[src/rtl/bs_data_feeder.sv]
// Upstream data stage for the Black-Scholes controller: streams option records
// out of a 32-bit BRAM into per-module operand registers on request.
module bs_data_feeder #(
    parameter int unsigned BSMODS   = 1,
    parameter int unsigned DATASIZE = 192,
    parameter int unsigned WORDW    = 32,
    parameter int unsigned ADDRW    = 12,
    parameter int unsigned RECW     = 10
) (
    input  logic                       clock,
    input  logic                       reset_n,
    input  logic                       startSystem,
    input  logic [RECW-1:0]            num_records,
    input  logic [BSMODS-1:0]          SERVE_REG,
    input  logic [BSMODS-1:0]          BS_START,
    output logic                       mem_rd_en,
    output logic [ADDRW-1:0]           mem_addr,
    input  logic [WORDW-1:0]           mem_rdata,
    output logic [BSMODS*DATASIZE-1:0] bs_data,
    output logic [BSMODS-1:0]          hasUnusedData,
    output logic [BSMODS-1:0]          REG_READY,
    output logic                       OutOfData
);

    localparam int unsigned WORDS = DATASIZE / WORDW;
    localparam int unsigned CNTW  = $clog2(WORDS + 1);
    localparam int unsigned MODW  = (BSMODS > 1) ? $clog2(BSMODS) : 1;

    typedef enum logic [1:0] {
        IDLE  = 2'd0,
        ARB   = 2'd1,
        FILL  = 2'd2,
        EMPTY = 2'd3
    } state_t;

    state_t              state;
    logic [RECW-1:0]     rec_cnt;
    logic [RECW-1:0]     rec_total;
    logic [ADDRW-1:0]    addr;
    logic [CNTW-1:0]     rd_cnt;
    logic [CNTW-1:0]     cap_idx;
    logic                cap_valid;
    logic [MODW-1:0]     rr_ptr;
    logic [MODW-1:0]     fill_mod;
    logic [DATASIZE-1:0] rec_buf;

    logic [BSMODS-1:0]   eligible_c;
    logic                grant_c;
    logic [MODW-1:0]     grant_mod_c;
    logic [MODW-1:0]     grant_ptr_c;
    logic [DATASIZE-1:0] rec_next_c;

    // Round-robin pick among modules asking for data with an empty register
    always_comb begin
        int unsigned idx;
        idx         = 0;
        eligible_c  = SERVE_REG & ~hasUnusedData;
        grant_c     = 1'b0;
        grant_mod_c = '0;
        grant_ptr_c = rr_ptr;
        for (int k = 0; k < BSMODS; k++) begin
            idx = (32'(rr_ptr) + 32'(k)) % BSMODS;
            if (!grant_c && eligible_c[MODW'(idx)]) begin
                grant_c     = 1'b1;
                grant_mod_c = MODW'(idx);
                grant_ptr_c = MODW'((idx + 1) % BSMODS);
            end
        end
    end

    // Record being assembled, with the word arriving this cycle merged in
    always_comb begin
        rec_next_c = rec_buf;
        for (int w = 0; w < WORDS; w++) begin
            if (cap_idx == CNTW'(w)) begin
                rec_next_c[w*WORDW +: WORDW] = mem_rdata;
            end
        end
    end

    always_ff @(posedge clock or negedge reset_n) begin
        if (!reset_n) begin
            state         <= IDLE;
            rec_cnt       <= '0;
            rec_total     <= '0;
            addr          <= '0;
            rd_cnt        <= '0;
            cap_idx       <= '0;
            cap_valid     <= 1'b0;
            rr_ptr        <= '0;
            fill_mod      <= '0;
            rec_buf       <= '0;
            mem_rd_en     <= 1'b0;
            mem_addr      <= '0;
            bs_data       <= '0;
            hasUnusedData <= '0;
            REG_READY     <= '1;
            OutOfData     <= 1'b0;
        end else begin
            // A started module has taken its operands; its register is free again
            hasUnusedData <= hasUnusedData & ~BS_START;
            cap_valid     <= mem_rd_en;

            case (state)
                IDLE: begin
                    if (startSystem) begin
                        rec_total <= num_records;
                        rec_cnt   <= '0;
                        addr      <= '0;
                        state     <= ARB;
                    end
                end

                ARB: begin
                    if (rec_cnt == rec_total) begin
                        OutOfData <= 1'b1;
                        state     <= EMPTY;
                    end else if (grant_c) begin
                        fill_mod               <= grant_mod_c;
                        rr_ptr                 <= grant_ptr_c;
                        REG_READY[grant_mod_c] <= 1'b0;
                        mem_rd_en              <= 1'b1;
                        mem_addr               <= addr;
                        addr                   <= addr + 1'b1;
                        rd_cnt                 <= CNTW'(1);
                        cap_idx                <= '0;
                        state                  <= FILL;
                    end
                end

                FILL: begin
                    if (rd_cnt < CNTW'(WORDS)) begin
                        mem_rd_en <= 1'b1;
                        mem_addr  <= addr;
                        addr      <= addr + 1'b1;
                        rd_cnt    <= rd_cnt + 1'b1;
                    end else begin
                        mem_rd_en <= 1'b0;
                    end

                    if (cap_valid) begin
                        rec_buf <= rec_next_c;
                        cap_idx <= cap_idx + 1'b1;
                        // Last word in: publish the whole record at once
                        if (cap_idx == CNTW'(WORDS - 1)) begin
                            for (int i = 0; i < BSMODS; i++) begin
                                if (MODW'(i) == fill_mod) begin
                                    bs_data[i*DATASIZE +: DATASIZE] <= rec_next_c;
                                    hasUnusedData[i]                <= 1'b1;
                                    REG_READY[i]                    <= 1'b1;
                                end
                            end
                            rec_cnt <= rec_cnt + 1'b1;
                            state   <= ARB;
                        end
                    end
                end

                EMPTY: begin
                    OutOfData <= 1'b1;
                end

                default: state <= IDLE;
            endcase
        end
    end

endmodule

[config.mk]
export PLATFORM = sky130hd
export DESIGN_NAME = bs_data_feeder
export DESIGN_NICKNAME = d
export VERILOG_FILES = /design/src/rtl/bs_data_feeder.sv
export SDC_FILE = /design/constraint.sdc
export NUM_CORES = 1
export LEC_CHECK = 0
export ABC_CLOCK_PERIOD_IN_PS = 3800
export CORE_ASPECT_RATIO = 0.5
export CORE_UTILIZATION = 50
export DETAILED_ROUTE_END_ITERATION = 12
export PLACE_DENSITY_LB_ADDON = 0.1
export SYNTH_ARGS = -nofsm -noshare
export SYNTH_HDL_FRONTEND = slang
export SYNTH_SLANG_ARGS = --single-unit
export TNS_END_PERCENT = 5
[constraint.sdc]
create_clock -name clock -period 3.8 [get_ports clock]
set_clock_uncertainty 0.2 [all_clocks]
set_input_delay 0.38 -clock clock [delete_from_list [all_inputs] [get_ports clock]]
set_output_delay 0.38 -clock clock [all_outputs]
set_load 0.005 [all_outputs]
# --- Word-level counts from Yosys, hierarchy flattened ---
# Index checks and enable logic that the tools add are counted.
totals:
  out_inout_bits: 208
  input_bits: 47
  regBits: 441
  word_cells: 105
op_classes:
  muxes: 48
  n_lt_le_gt_ge: 1
  n_eq_ne: 17
  n_bitwise: 4
  reduce_logical: 17
  add_sub_neg: 4
ops:
  columns: ["cell", "count"]
  rows:
  - ["32-bit 2-to-1 mux", 6]
  - ["12-bit 2-to-1 mux", 7]
  - ["12-bit case mux with 3 select lines", 1]
  - ["10-bit 2-to-1 mux", 3]
  - ["12-bit case mux with 2 select lines", 1]
  - ["10-bit case mux with 2 select lines", 1]
  - ["3-bit 2-to-1 mux", 6]
  - ["5-bit AND reduction", 3]
  - ["2-bit inequality test (second input constant)", 7]
  - ["12-bit by 1-bit adder with 12-bit output (second input constant)", 1]
  - ["1-bit 2-to-1 mux", 12]
  - ["3-bit case mux with 2 select lines", 2]
  - ["4-bit AND reduction", 3]
  - ["10-bit by 1-bit adder with 10-bit output (second input constant)", 1]
  - ["10-bit == test", 1]
  - ["2-bit 2-to-1 mux", 5]
  - ["3-bit by 1-bit adder with 3-bit output (second input constant)", 2]
  - ["3-bit by 2-bit == test with 1-bit output (second input constant)", 2]
  - ["3-bit == test (second input constant)", 2]
  - ["1-bit case mux with 2 select lines", 3]
  - ["2-bit case mux with 3 select lines", 1]
  - ["2-bit AND reduction", 3]
  - ["3-bit AND reduction", 2]
  - ["2-bit nonzero test", 3]
  - ["10 further kinds", 13]

# --- Depth between registers and ports, before layout ---
# Gate-level depths: netlist (run 1).
logic_depth:
  depth_word: 6
  depth_mapped: 9
  depth_no_buf: 7

# --- Worst setup path before layout (run 1) ---
# No wires, ideal clock.
synth_timing:
  kind: "reg-to-reg"
  startpoint: "register state[1]"
  endpoint: "register mem_addr[0]"
  synth_period_minus_slack_ns: 2.256
  slack_ns: 1.544
  path_stages_with_launch: 10
  path_buffers: 2
  required_ns: 3.475
  t_arrival_ns: 1.931
  setup_time_ns: 0.125
  path_cell_list: "dfrtp_1 -> inv_1 -> ha_1 -> clkbuf_1 -> inv_1 -> a21oi_1 -> a41o_4 -> nor3_4 -> buf_6 -> mux2_4"
synth_between:
  elab_chain_len: 3
  word_cells_on_any_way: 8
  classes_between: "eq/ne: 5; mux: 1; reduce/logical: 2"
synth_lines:
  columns: ["element", "line_no", "text"]
  rows:
  - ["start: declaration", "36", "state_t state;"]
  - ["start signal: assignment", "83", "state <= IDLE;"]
  - ["start signal: assignment", "110", "state <= ARB;"]
  - ["start signal: assignment", "117", "state <= EMPTY;"]
  - ["2-bit == test / 2-bit by 1-bit == test with 1-bit output (equally long branches)", "104", "case (state)"]
  - ["2-bit inequality test (no source line) / 2-bit nonzero test (equally long branches)", null, null]
  - ["4-bit AND reduction (no source line)", null, null]
  - ["end signal: assignment", "123", "mem_addr <= addr;"]
  - ["end signal: assignment", "134", "mem_addr <= addr;"]
  - ["end: declaration", "17", "output logic [ADDRW-1:0] mem_addr,"]
# Several ways; a longest one is shown, not always the timed one.
# A chain may end at the register's enable or synchronous reset.

# --- Final worst setup path (run 1) ---
layout_timing:
  startpoint: "register state[1]"
  endpoint: "register mem_addr[11]"
# The elaborated chain is that of the path after synthesis.

==> out/summary.txt, run 1 <==
R2R cell count: 5
clock sink total: 409
Die H: 131 um
DP HPWL: 24600 um
type of the worst setup path: reg -> reg
CP cell instances: inv_1, ha_1, clkinv_1, nor3_4, mux2_1
Port-buffer cells: 254
reg2reg setup slack: 0.82 ns
Core Box Area: 0.0321 sq mm
cell with the most instances after synthesis: nand2_1
mux share of post-synthesis cell area: 16.8%
power density over cell area: 405 mW/mm^2
leading cell types by count after synthesis: nand2_1 (469), dfrtp_1 (408), mux2_2 (170)
routed vias: 11.3k
vias per cell: 5.30
Synthesized Nets: 1495
final hold viol count: 0
n_diodes: 0
most used routing layer: met2
CP peak stage delay: 0.78 ns
adder-cell share of the synthesized area: 0.909%
relative max-transition margin: 33.0%
largest family of logic cells by synthesized area: multiplexers
reg-to-reg endpoint: mem_addr[11]$_DFFE_PN0P_
final setup margin: 0.817 ns
slowest CP cell: nor3_4
Final period util: 78.5%
initial core utilization: 51.5%
Critical Path AT: 3.18 ns
Post-Syn Area: 0.0165 sq mm
final core occ: 64.6%
Crit. End Element: register
CP startpoint: state[1]$_DFFE_PN0P_
RSZ-0062 raised after global routing: false
Pleak: 9.82 nW
CTS max path bufs: 3
TritonCTS clock tree: done
Die Span X: 259 um
CTS clock-pin slew for the worst setup and hold paths: 0.06 ns
register area share after synthesis: 62.0%
# nets final: 1729
maximum VDD drop: 262 uV
Syn Inst Count: 1436
post-layout min period: 2.98 ns
Final Max Tran Viols: 0
Yosys cell types: 51
Post-CTS Resized: 0
GRT overflow: 0
layout cell share with drive strength beyond 1: 15.7%
CTS buffer count: 37
Iteration-0 DRC Markers: 798
actual slew at the worst max-slew pin: 1.00 ns
drt wl/cell: 17.9 um
initial antenna violation count: 0
Synth Area in Compound Gates: 4.33%
Synth Area in Simple Gates: 12.9%
Post-synth ARST share: 100%
CTS root buffer: clkbuf_16
met3 GRT Util: 3.59%
Yosys reg bits: 409
insertion delay to the later sink of the worst-skew pair: 0.52 ns
status: finished, final reports clean
DRC: 0
Routed Antenna Nets: 0
Mapped Avg Cell Area: 11.5 sq um
M1 GR Usage: 30.9%
max_cap viols: 0
global-route wire length before repair: 61400 um
die area: 0.0338 sq mm
total routed wirelength: 38000 um
Post-Synth XOR/XNOR Area: 0.954%
number of core rows: 46
top area cells in the synthesized netlist: dfrtp_1 (62%), mux2_2 (12%), nand2_1 (11%)
met2 Use GR: 39.7%
Setup TNS: 0 ns
H-Tree Depth: 2
crit path max fanout: 13
Tot GR Track Use: 22.9%
largest net degree at the start of global routing: 165
Initial DRT Pass Iterations: 7
GPL Wtd Cong: 0.867
P&R area growth vs syn: 25.3%
CP endpoint: mem_addr[11]$_DFFE_PN0P_
IO Pins: 255
Max Freq: 335 MHz
Post-synth EDFFs: 0
Yosys top cell area share: 61.8%
reg2reg start: state[1]$_DFFE_PN0P_
Final setup viols: 0
hold crit path type: in -> reg
pre-CTS WS: 0.800 ns
synth warn: 0
leading area contributor after synthesis: dfrtp_1
vias in the first global route: 11.4k
ys flop type: dfrtp_1
Critical Path Source Type: register
Worst Path Required: 3.99 ns
## what timing repair did
action / in CTS / in global routing
hold buffers: 1 / 0
setup buffers: 0 / 0
endpoints found under the hold margin: 83 / 0
## metrics by stage
step	power, mW	hold WS (ns)	cells	instance area [sq um]
6_report	8.39	0.239	2124	20700
5_1_grt	8.71	0.231	2124	20700
4_1_cts	8.50	0.220	2124	20700
3_5_place_dp	4.87	0.247	2062	19500
3_3_place_gp	4.85	0.243	2062	19500
2_1_floorplan	4.65	-0.116	1436	16500
## flip-flops by register name, indices dropped and copies added, names as in the netlist
signal,flops
state,2
addr,12
rec_total,10
mem_rd_en,1
rd_cnt,3
cap_idx,3
OutOfData,1
REG_READY,1
hasUnusedData,1
rec_cnt,10
bs_data,192
rec_buf,160
mem_addr,12
cap_valid,1
## power by group
group / switching [mW] / internal, mW
clock network: 1.56 / 2.05
logic: 0.164 / 0.131
registers: 0.0433 / 4.44
## cell type report
type	count	area [sq um]
Multi-Input combinational cell	937	5950
Fill cell	2456	11400
Clock buffer	52	1040
Tap cell	432	541
Timing Repair Buffer	274	2790
Clock inverter	9	101
Sequential cell	409	10200
Inverter	11	41.3
## how the worst min path moves through the flow
stage / from / to / slack, ns / cells after the start
2_1_floorplan: reset_n / OutOfData$_DFFE_PN0P_ / -0.12 / 0
6_report: BS_START / hasUnusedData$_DFF_PN0_ / 0.24 / 2
3_5_place_dp: mem_rd_en$_DFFE_PN0P_ / cap_valid$_DFF_PN0_ / 0.25 / 0
4_1_cts: BS_START / hasUnusedData$_DFF_PN0_ / 0.22 / 2
3_3_place_gp: rec_buf[28]$_DFFE_PN0P_ / bs_data[28]$_DFFE_PN0P_ / 0.24 / 2
5_1_grt: BS_START / hasUnusedData$_DFF_PN0_ / 0.23 / 2
## worst max-delay path, delay by kind of cell, from the launching register on
| kind | cells | cell delay, ns |
|---|---|---|
| and+or+nand+nor | 1 | 0.78 |
| adders and majority gates | 1 | 0.57 |
| buffers and inverters | 2 | 0.49 |
| DFF | 1 | 0.42 |
| muxes | 1 | 0.39 |
## layer usage
layer,routed length (um),vias to the layer above
met5,0,-
met4,599,0
met3,1390,48
met2,19200,229
met1,16800,5737
li1,-,5241
## cells by family after synthesis
logic type / Yosys count
xor+xnor: 18
fa+ha+maj: 12
mux: 250
simple gates: 535
compound gates: 122
flops: 409
buf+inv: 90
## placed cells by master (no fill, tap or decap), types with 7 or more instances in the layout
| master | instances |
|---|---|
| nand2_1 | 465 |
| dfrtp_1 | 408 |
| clkdlybuf4s50_1 | 253 |
| mux2_2 | 170 |
| o21ai_0 | 76 |
| mux2i_1 | 67 |
| clkbuf_16 | 37 |
| nor2_1 | 20 |
| xor2_1 | 17 |
| nand3_1 | 13 |
| buf_4 | 12 |
| o31ai_1 | 11 |
| ha_1 | 11 |
| inv_1 | 10 |
| mux2_4 | 10 |
| clkbuf_1 | 9 |
| a21oi_1 | 8 |
| nand4_1 | 7 |
| and3_1 | 7 |
| buf_12 | 7 |
(Power assumes the default switching activity.)
==> run 2, diff against run 1 <==
ABC_CLOCK_PERIOD_IN_PS = 3050   (was 3800)
clock period = 3.05 ns   (was 3.8 ns; I/O delays follow)
==> run 2 against run 1 <==
Critical path depth grew 2. Combinational power grew 26%. Clock power grew 39%. Register-to-register slack lost 0.43 ns. Sequential share of layout area shrank 0.86 points. Highest routed layer unchanged. Die area is the same. Hold slack lost 0.094 ns. Design area grew 1.8%. Via count grew 0.28%.
==> out/summary.txt, run 2 (synthesized netlist as in run 1, its figures left out) <==
initial core utilization: 51.5%
routed vias: 11.3k
drt wl/cell: 17.9 um
Iteration-0 DRC Markers: 694
Setup TNS: 0 ns
commonest cells after routing, fill and taps aside: nand2_1 (465), dfrtp_1 (408), clkdlybuf4s50_1 (253)
GRT overflow: 0
Largest regs: bs_data x192, rec_buf x160
crit path max fanout: 14
# nets final: 1741
Final period util: 87.3%
Initial DRT Pass Iterations: 5
Die H: 131 um
IO Pins: 255
H-Tree Depth: 2
Final Max Tran Viols: 0
Core Box Area: 0.0321 sq mm
CTS buffer count: 37
Critical Path AT: 2.86 ns
vias in the first global route: 11.8k
largest net degree at the start of global routing: 97
Port-buffer cells: 254
CTS max path bufs: 3
Largest register FFs: 192
initial antenna violation count: 0
P&R area growth vs syn: 27.6%
CP cell instances: inv_1, ha_1, nor2b_1, or3_1, nor2_2, nand2_1, o41ai_1
DRC: 0
slowest CP cell: or3_1
relative max-transition margin: 46.6%
hold crit path type: in -> reg
vias per cell: 5.27
CTS clock-pin slew for the worst setup and hold paths: 0.06 ns
Crit. End Element: register
status: finished, final reports clean
routed wl met3: 1350 um
Pleak: 10.0 nW
Die Span X: 259 um
total routed wirelength: 38300 um
CP peak stage delay: 0.53 ns
most common cell after layout, fill and taps aside: nand2_1
Routed Antenna Nets: 0
DP HPWL: 25100 um
n_diodes: 0
maximum VDD drop: 298 uV
CTS root buffer: clkbuf_16
number of core rows: 46
fill cell count: 2472
TritonCTS clock tree: done
Max Freq: 376 MHz
met2 wire len: 19700 um
final hold viol count: 0
type of the worst setup path: reg -> reg
wire length on met1: 16700 um
Final setup viols: 0
Worst Path Required: 3.25 ns
die area: 0.0338 sq mm
Post-CTS Repair Setup Buffers: 0
Critical Path Source Type: register
max_cap viols: 0
largest reg by FF count: bs_data
Fin Hold WS: 0.145 ns
top sig layer: met4
RSZ-0062 raised after global routing: false
global-route wire length before repair: 62400 um
power density over cell area: 521 mW/mm^2
GPL Wtd Cong: 0.859
insertion delay to the later sink of the worst-skew pair: 0.53 ns
layout cell share with drive strength beyond 1: 16.8%
Tot Pwr: 11.0 mW
Tot GR Track Use: 23.3%
clock sink total: 409
post-layout min period: 2.66 ns
actual slew at the worst max-slew pin: 0.801 ns
run 2: cell types whose count changed in the layout (fill, tap and decap cells not counted), sizes merged:
cell,change
buf,+12
bufinv,+3
clkbuf,+2
clkinv,-1
clkinvlp,+1
inv,+1
run 2: path summary, 6_finish.rpt:
path,startpoint,end,slack (ns),cells after the start
worst max-delay path,state[0]$_DFFE_PN0P_,addr[7]$_DFFE_PN0P_,0.39,7
worst min-delay path,BS_START,hasUnusedData$_DFF_PN0_,0.15,2
worst max register to register,state[0]$_DFFE_PN0P_,addr[7]$_DFFE_PN0P_,0.39,7
worst min register to register,rec_buf[63]$_DFFE_PN0P_,bs_data[63]$_DFFE_PN0P_,0.26,2
max in group asynchronous,reset_n,REG_READY$_DFFE_PN1P_,1.58,3
min in group asynchronous,reset_n,rec_buf[26]$_DFFE_PN0P_,0.20,2
run 2: cell type report:
cell class                 instances  area, sq um  share of cell area [%]
sequential                       409        10200                    48.6
tap                              432          541                    2.57
timing repair buffer             286         2970                    14.1
clock inverter                    13          199                   0.944
clock buffer                      54         1130                    5.37
multi-input combinational        937         5950                    28.3
inverter                          11         41.3                   0.196
run 2: metal layers:
metal	up-vias	track usage, %
li1	5286	-
met1	5734	30.3
met2	214	41.5
met3	52	3.65
met4	0	5.08
met5	-	0
run 2: repair_timing:
item	in CTS	in global routing
gates resized for setup	0	0
endpoints found under the hold margin	85	0
hold buffers	1	0
run 2: power breakdown:
| part | total [mW] | internal [mW] | switching (mW) |
|---|---|---|---|
| sequential | 5.58 | 5.53 | 0.0539 |
| clock | 5.03 | 3.01 | 2.01 |
| combinational | 0.373 | 0.169 | 0.204 |
run 2: through the flow:
| stage | cells | util (%) | cell area, sq um | setup slack [ns] |
|---|---|---|---|---|
| 3_5_place_dp | 2074 | 61.5 | 19700 | 0.504 |
| 3_3_place_gp | 2074 | 61.5 | 19700 | 0.618 |
| 2_1_floorplan | 1436 | - | 16500 | 0.794 |
| 5_1_grt | 2142 | 65.7 | 21100 | 0.258 |
| 4_1_cts | 2142 | 65.7 | 21100 | 0.437 |
| 6_report | 2142 | 65.7 | 21100 | 0.388 |
run 2: worst max-delay path, delay by kind of cell, from the launching register on:
family,cells,cell delay (ns)
DFF,1,0.40
adders and majority gates,1,0.27
AOI/OAI and AO/OA,1,0.35
and+or+nand+nor,4,1.19
buffers and inverters,1,0.11
==> RTL edit 1, RTL diff (settings of run 1) <==
`WORDW`: 32 -> 16.
--- a/src/rtl/bs_data_feeder.sv
+++ b/src/rtl/bs_data_feeder.sv
@@ -3,7 +3,7 @@
 module bs_data_feeder #(
     parameter int unsigned BSMODS   = 1,
     parameter int unsigned DATASIZE = 192,
-    parameter int unsigned WORDW    = 32,
+    parameter int unsigned WORDW    = 16,
     parameter int unsigned ADDRW    = 12,
     parameter int unsigned RECW     = 10
 ) (
Ports: changed (resized mem_rdata); port bits go from 255 to 239. The function was not compared with the original's and may differ.
==> RTL edit 1 against run 1 <==
Sequential cell count rose by 18; hold slack worse by 41 ps; final area increased by 6.8%; synthesized area is 8.8% higher; routed wire length grew 20%; sequential power rose by 1%; sequential share of layout area fell by 1.1 points; clock power rose by 16%; worst setup slack improved by 59 ps; power rose by 6.4%; largest cell class unchanged; largest power group unchanged; highest routed layer unchanged.
==> RTL edit 1: results (changes against run 1) <==
- Run status: finished clean
- Vias in the first global route: 12.7k (+12%)
- Post-synth top cells: dfrtp_1 (426), nand2_1 (383), mux2_2 (189)
- Met1 Usage GRT: 33.6% (+2.8 points)
- Fraction of layout cells with a size suffix above 1: 17.6% (+1.9 points)
- Distinct cells, synth: 50 (-2.0%)
- Routed vias/inst: 5.64 (+6.4%)
- Worst setup path endpoint: rec_buf[158]
- Gr usage total: 24.9% (+2.0 points)
- Slowest stage delay, CP: 710 ps (-70 ps)
- Clk_lat worst skew: 540 ps (+20 ps)
- Top flop regs: bs_data x192, rec_buf x176
- Lkg Pwr: 10.9 nW (+11%)
- Worst VDD drop: 0.277 mV (+5.9%)
- Critical Path Source: cap_idx[3]
- DP Worst Slack: 945 ps (+145 ps)
- Final wirelength: 45500 µm (+20%)
- M2 GR Usage: 41.7% (+2.0 points)
- Drt first-iter violations: 997 (+25%)
- Met3 GRT Util: 4.72% (+1.1 points)
- Critical Path AT: 3140 ps (-40 ps)
- R2R setup slack: 880 ps (+60 ps)
- First-pass DRT Iterations: 5 (-2)
- CTS buffer count: 40 (+8.1%)
- Final net count: 1772 (+2.5%)
## RTL edit 1: area by class of cell
type	count	area share, %
well taps	475	2.69
inverters	10	0.170
clock inverters	14	0.905
flip-flops and latches	427	48.4
multi-input cells	985	30.6
repair buffers	266	12.1
clock buffers	55	5.19
## RTL edit 1: layer usage
metal,up-vias,part of all wire (%)
met4,0,2.3
met2,345,48
met1,6475,44
li1,5684,-
met5,-,0
met3,83,5.5
## RTL edit 1: logic make-up after synthesis
logic type	share of synthesized area, %
xor gates and xnor gates	0.878
buffers and inverters	2.99
muxes	15.4
DFF	59.5
adders and majority gates	0.766
and+or+nand+nor	16.9
AOI/OAI and AO/OA	3.57
## RTL edit 1: through the flow
step | utilization (%) | instances
2_1_floorplan | - | 1537
5_1_grt | 63.4 | 2232
3_3_place_gp | 59.5 | 2162
3_5_place_dp | 59.5 | 2162
6_report | 63.4 | 2232
4_1_cts | 63.4 | 2232
## RTL edit 1: worst min-delay path by stage
stage               startpoint             to  slack (ps)
CTS                   BS_START  hasUnusedData         180
floorplan              reset_n      OutOfData        -120
global placement       reset_n     bs_data[3]         230
global route          BS_START  hasUnusedData         210
detailed placement     reset_n     bs_data[3]         230
finish                BS_START  hasUnusedData         200
## RTL edit 1: power breakdown
part	total (mW)	internal, mW	switching, mW
logic	0.208	0.0416	0.166
registers	4.54	4.54	0.0000000000000000229
clock network	4.17	2.45	1.72
total	8.92	7.04	1.89
## RTL edit 1: worst max-delay path: cells and delay by family, from the launching register on
kind | cells | cell delay, ps
muxes | 1 | 420
buffers and inverters | 1 | 240
DFF | 1 | 710
and+or+nand+nor | 3 | 1210
## RTL edit 1: what timing repair did
item	CTS	global route
hold buffers	1	0
resized for setup	0	0
endpoints found under the hold margin	81	0
==> RTL edit 2, RTL diff (config.mk and constraints of run 1) <==
Without the edit above. Encoding of `state_t`: now Gray code (2 bits for 4 states).
--- a/src/rtl/bs_data_feeder.sv
+++ b/src/rtl/bs_data_feeder.sv
@@ -27,10 +27,10 @@
     localparam int unsigned MODW  = (BSMODS > 1) ? $clog2(BSMODS) : 1;
 
     typedef enum logic [1:0] {
-        IDLE  = 2'd0,
-        ARB   = 2'd1,
-        FILL  = 2'd2,
-        EMPTY = 2'd3
+        IDLE  = 2'b00,
+        ARB   = 2'b01,
+        FILL  = 2'b11,
+        EMPTY = 2'b10
     } state_t;
 
     state_t              state;
Behaviour: same outputs for any inputs over 4 cycles, from zero or initial values and one cycle with reset_n low; so few cycles prove little.
==> RTL edit 2 against run 1 <==
Final area is 1.3% higher; routed wire length is 2.8% higher; via count is 2.2% higher; die area hardly changed; synthesized area hardly changed; non-clock buffer count is 6 higher; worst setup slack worse by 160 ps; synthesized cell count is 0.28% higher; highest routed layer unchanged; sequential cell count stayed put.
Power is not compared: it rests on default switching activity, and its combinational part moved more than twofold at a synthesized area within 25%.
==> RTL edit 2: results (changes against run 1) <==
- Run status: finished clean
- Growth of design area from synthesis to finish: 27.0%
- Cts hold-fix bufs: 1 (unchanged)
- Vias in the first global route: 11.8k (+3.4%)
- # H-tree levels: 2 (unchanged)
- Inst Count DP: 2076 (+0.68%)
- First-pass GRT wire length: 63300 µm (+3.1%)
- Clk buf depth: 3 (unchanged)
- Drt first-iter violations: 643 (-19%)
- Total grt overflow: 0 (unchanged)
- Met3 GRT Util: 3.53% (-0.058 points)
- Distinct cells, synth: 47 (-7.8%)
- Sequential share of the synthesized area: 62.0% (about the same)
- Most frequent cell after synthesis: nand2_1
- Clock-pin slew of the registers on the worst-case setup and hold paths: 60 ps (about the same)
- DP Worst Slack: 706 ps (-94.7 ps)
- Slowest cell on crit path: a21oi_1
- Top flop regs: bs_data x192, rec_buf x160
- M2 GR Usage: 40.7% (+1.0 points)
- Worst path top cell family by delay: compound AO/OA/AOI/OAI gates
- Top post-synthesis cells by area: dfrtp_1 (62%), mux2_2 (12%), nand2_1 (11%)
- Gr usage total: 23.6% (+0.70 points)
- CTS Root Cell: clkbuf_16
- Filler Cells Inserted: 2451 (-0.20%)
- Slowest stage delay, CP: 720 ps (-60 ps)
- Final net count: 1744 (+0.87%)
- Cell Area, Placed: 19600 µm² (+0.42%)
- First-pass DRT Iterations: 5 (-2)
- Hpwl dp: 25300 µm (+3.1%)
- Final wirelength: 39000 µm (+2.8%)
- Post-cts resize count: 0 (unchanged)
- Largest fanout on the critical path: 14 (+1)
- Buffers on Ports: 254 (unchanged)
- Met1 Usage GRT: 31.3% (+0.41 points)
- GP Congestion: 0.872 (+0.52%)
- Critical Path AT: 3360 ps (+180 ps)
- Fraction of layout cells with a size suffix above 1: 16.7% (+0.97 points)
- Post-synth top cells: nand2_1 (482), dfrtp_1 (408), mux2_2 (176)
- # diodes: 0 (unchanged)
- CTS buffer count: 38 (+2.7%)
- Worst Hold Class: primary input to async pin
- Pin count of the biggest net entering global routing: 97 (-41%)
- DR WL/cell: 18.2 µm (+1.7%)
- Lkg Pwr: 9.84 nW
- Mapped Nets: 1499 (+0.27%)
- Asr flop ratio synth: 100% (unchanged)
- Actual slew at the worst max-slew pin: 1260 ps (+260 ps)
- Cell taking the most area after synthesis: dfrtp_1
- Mapped Cells: 1440 (+0.28%)
- Vias after detailed routing: 11.5k (+2.2%)
## RTL edit 2: cell families (layout without fill, tap and decap cells)
kind of cell / after synthesis / in the layout / share of synthesized area [%]
AO/OA/AOI/OAI: 127 / 127 / 4.43
adder cells (fa/ha/maj): 12 / 12 / 0.909
XOR/XNOR: 10 / 10 / 0.530
multiplexers: 249 / 249 / 16.7
flip-flops: 409 / 409 / 62.0
AND/OR/NAND/NOR: 547 / 547 / 13.5
buffers and inverters: 86 / 360 / 2.01
## RTL edit 2: layout make-up
class	instances	area share (%)
clock buffer	53	5.35
timing repair buffer	280	13.6
multi-input combinational	945	28.5
inverter	11	0.197
sequential	409	48.8
tap	432	2.58
clock inverter	16	1.01
## RTL edit 2: path summary, 6_finish.rpt
kind,startpoint,endpoint,slack [ps],cells after the start
setup / recovery,state[1],mem_addr[10],660,6
hold / removal,reset_n,mem_addr[4],220,2
setup reg to reg,state[1],mem_addr[10],660,6
hold reg to reg,mem_rd_en,cap_valid,230,0
max in group asynchronous,reset_n,rec_buf[61],2140,3
min in group clock,BS_START,hasUnusedData,230,2
## RTL edit 2: report_power, final
part / internal, mW / switching, mW
Sequential: 6.17 / 1.08
Clock: 2.41 / 1.64
Combinational: 3.00 / 2.06
## RTL edit 2: metal layers
layer	vias to the layer above	part of all wire (%)
li1	5312	-
met1	5893	44
met2	239	50
met3	59	3.5
met4	0	2.6
met5	-	0
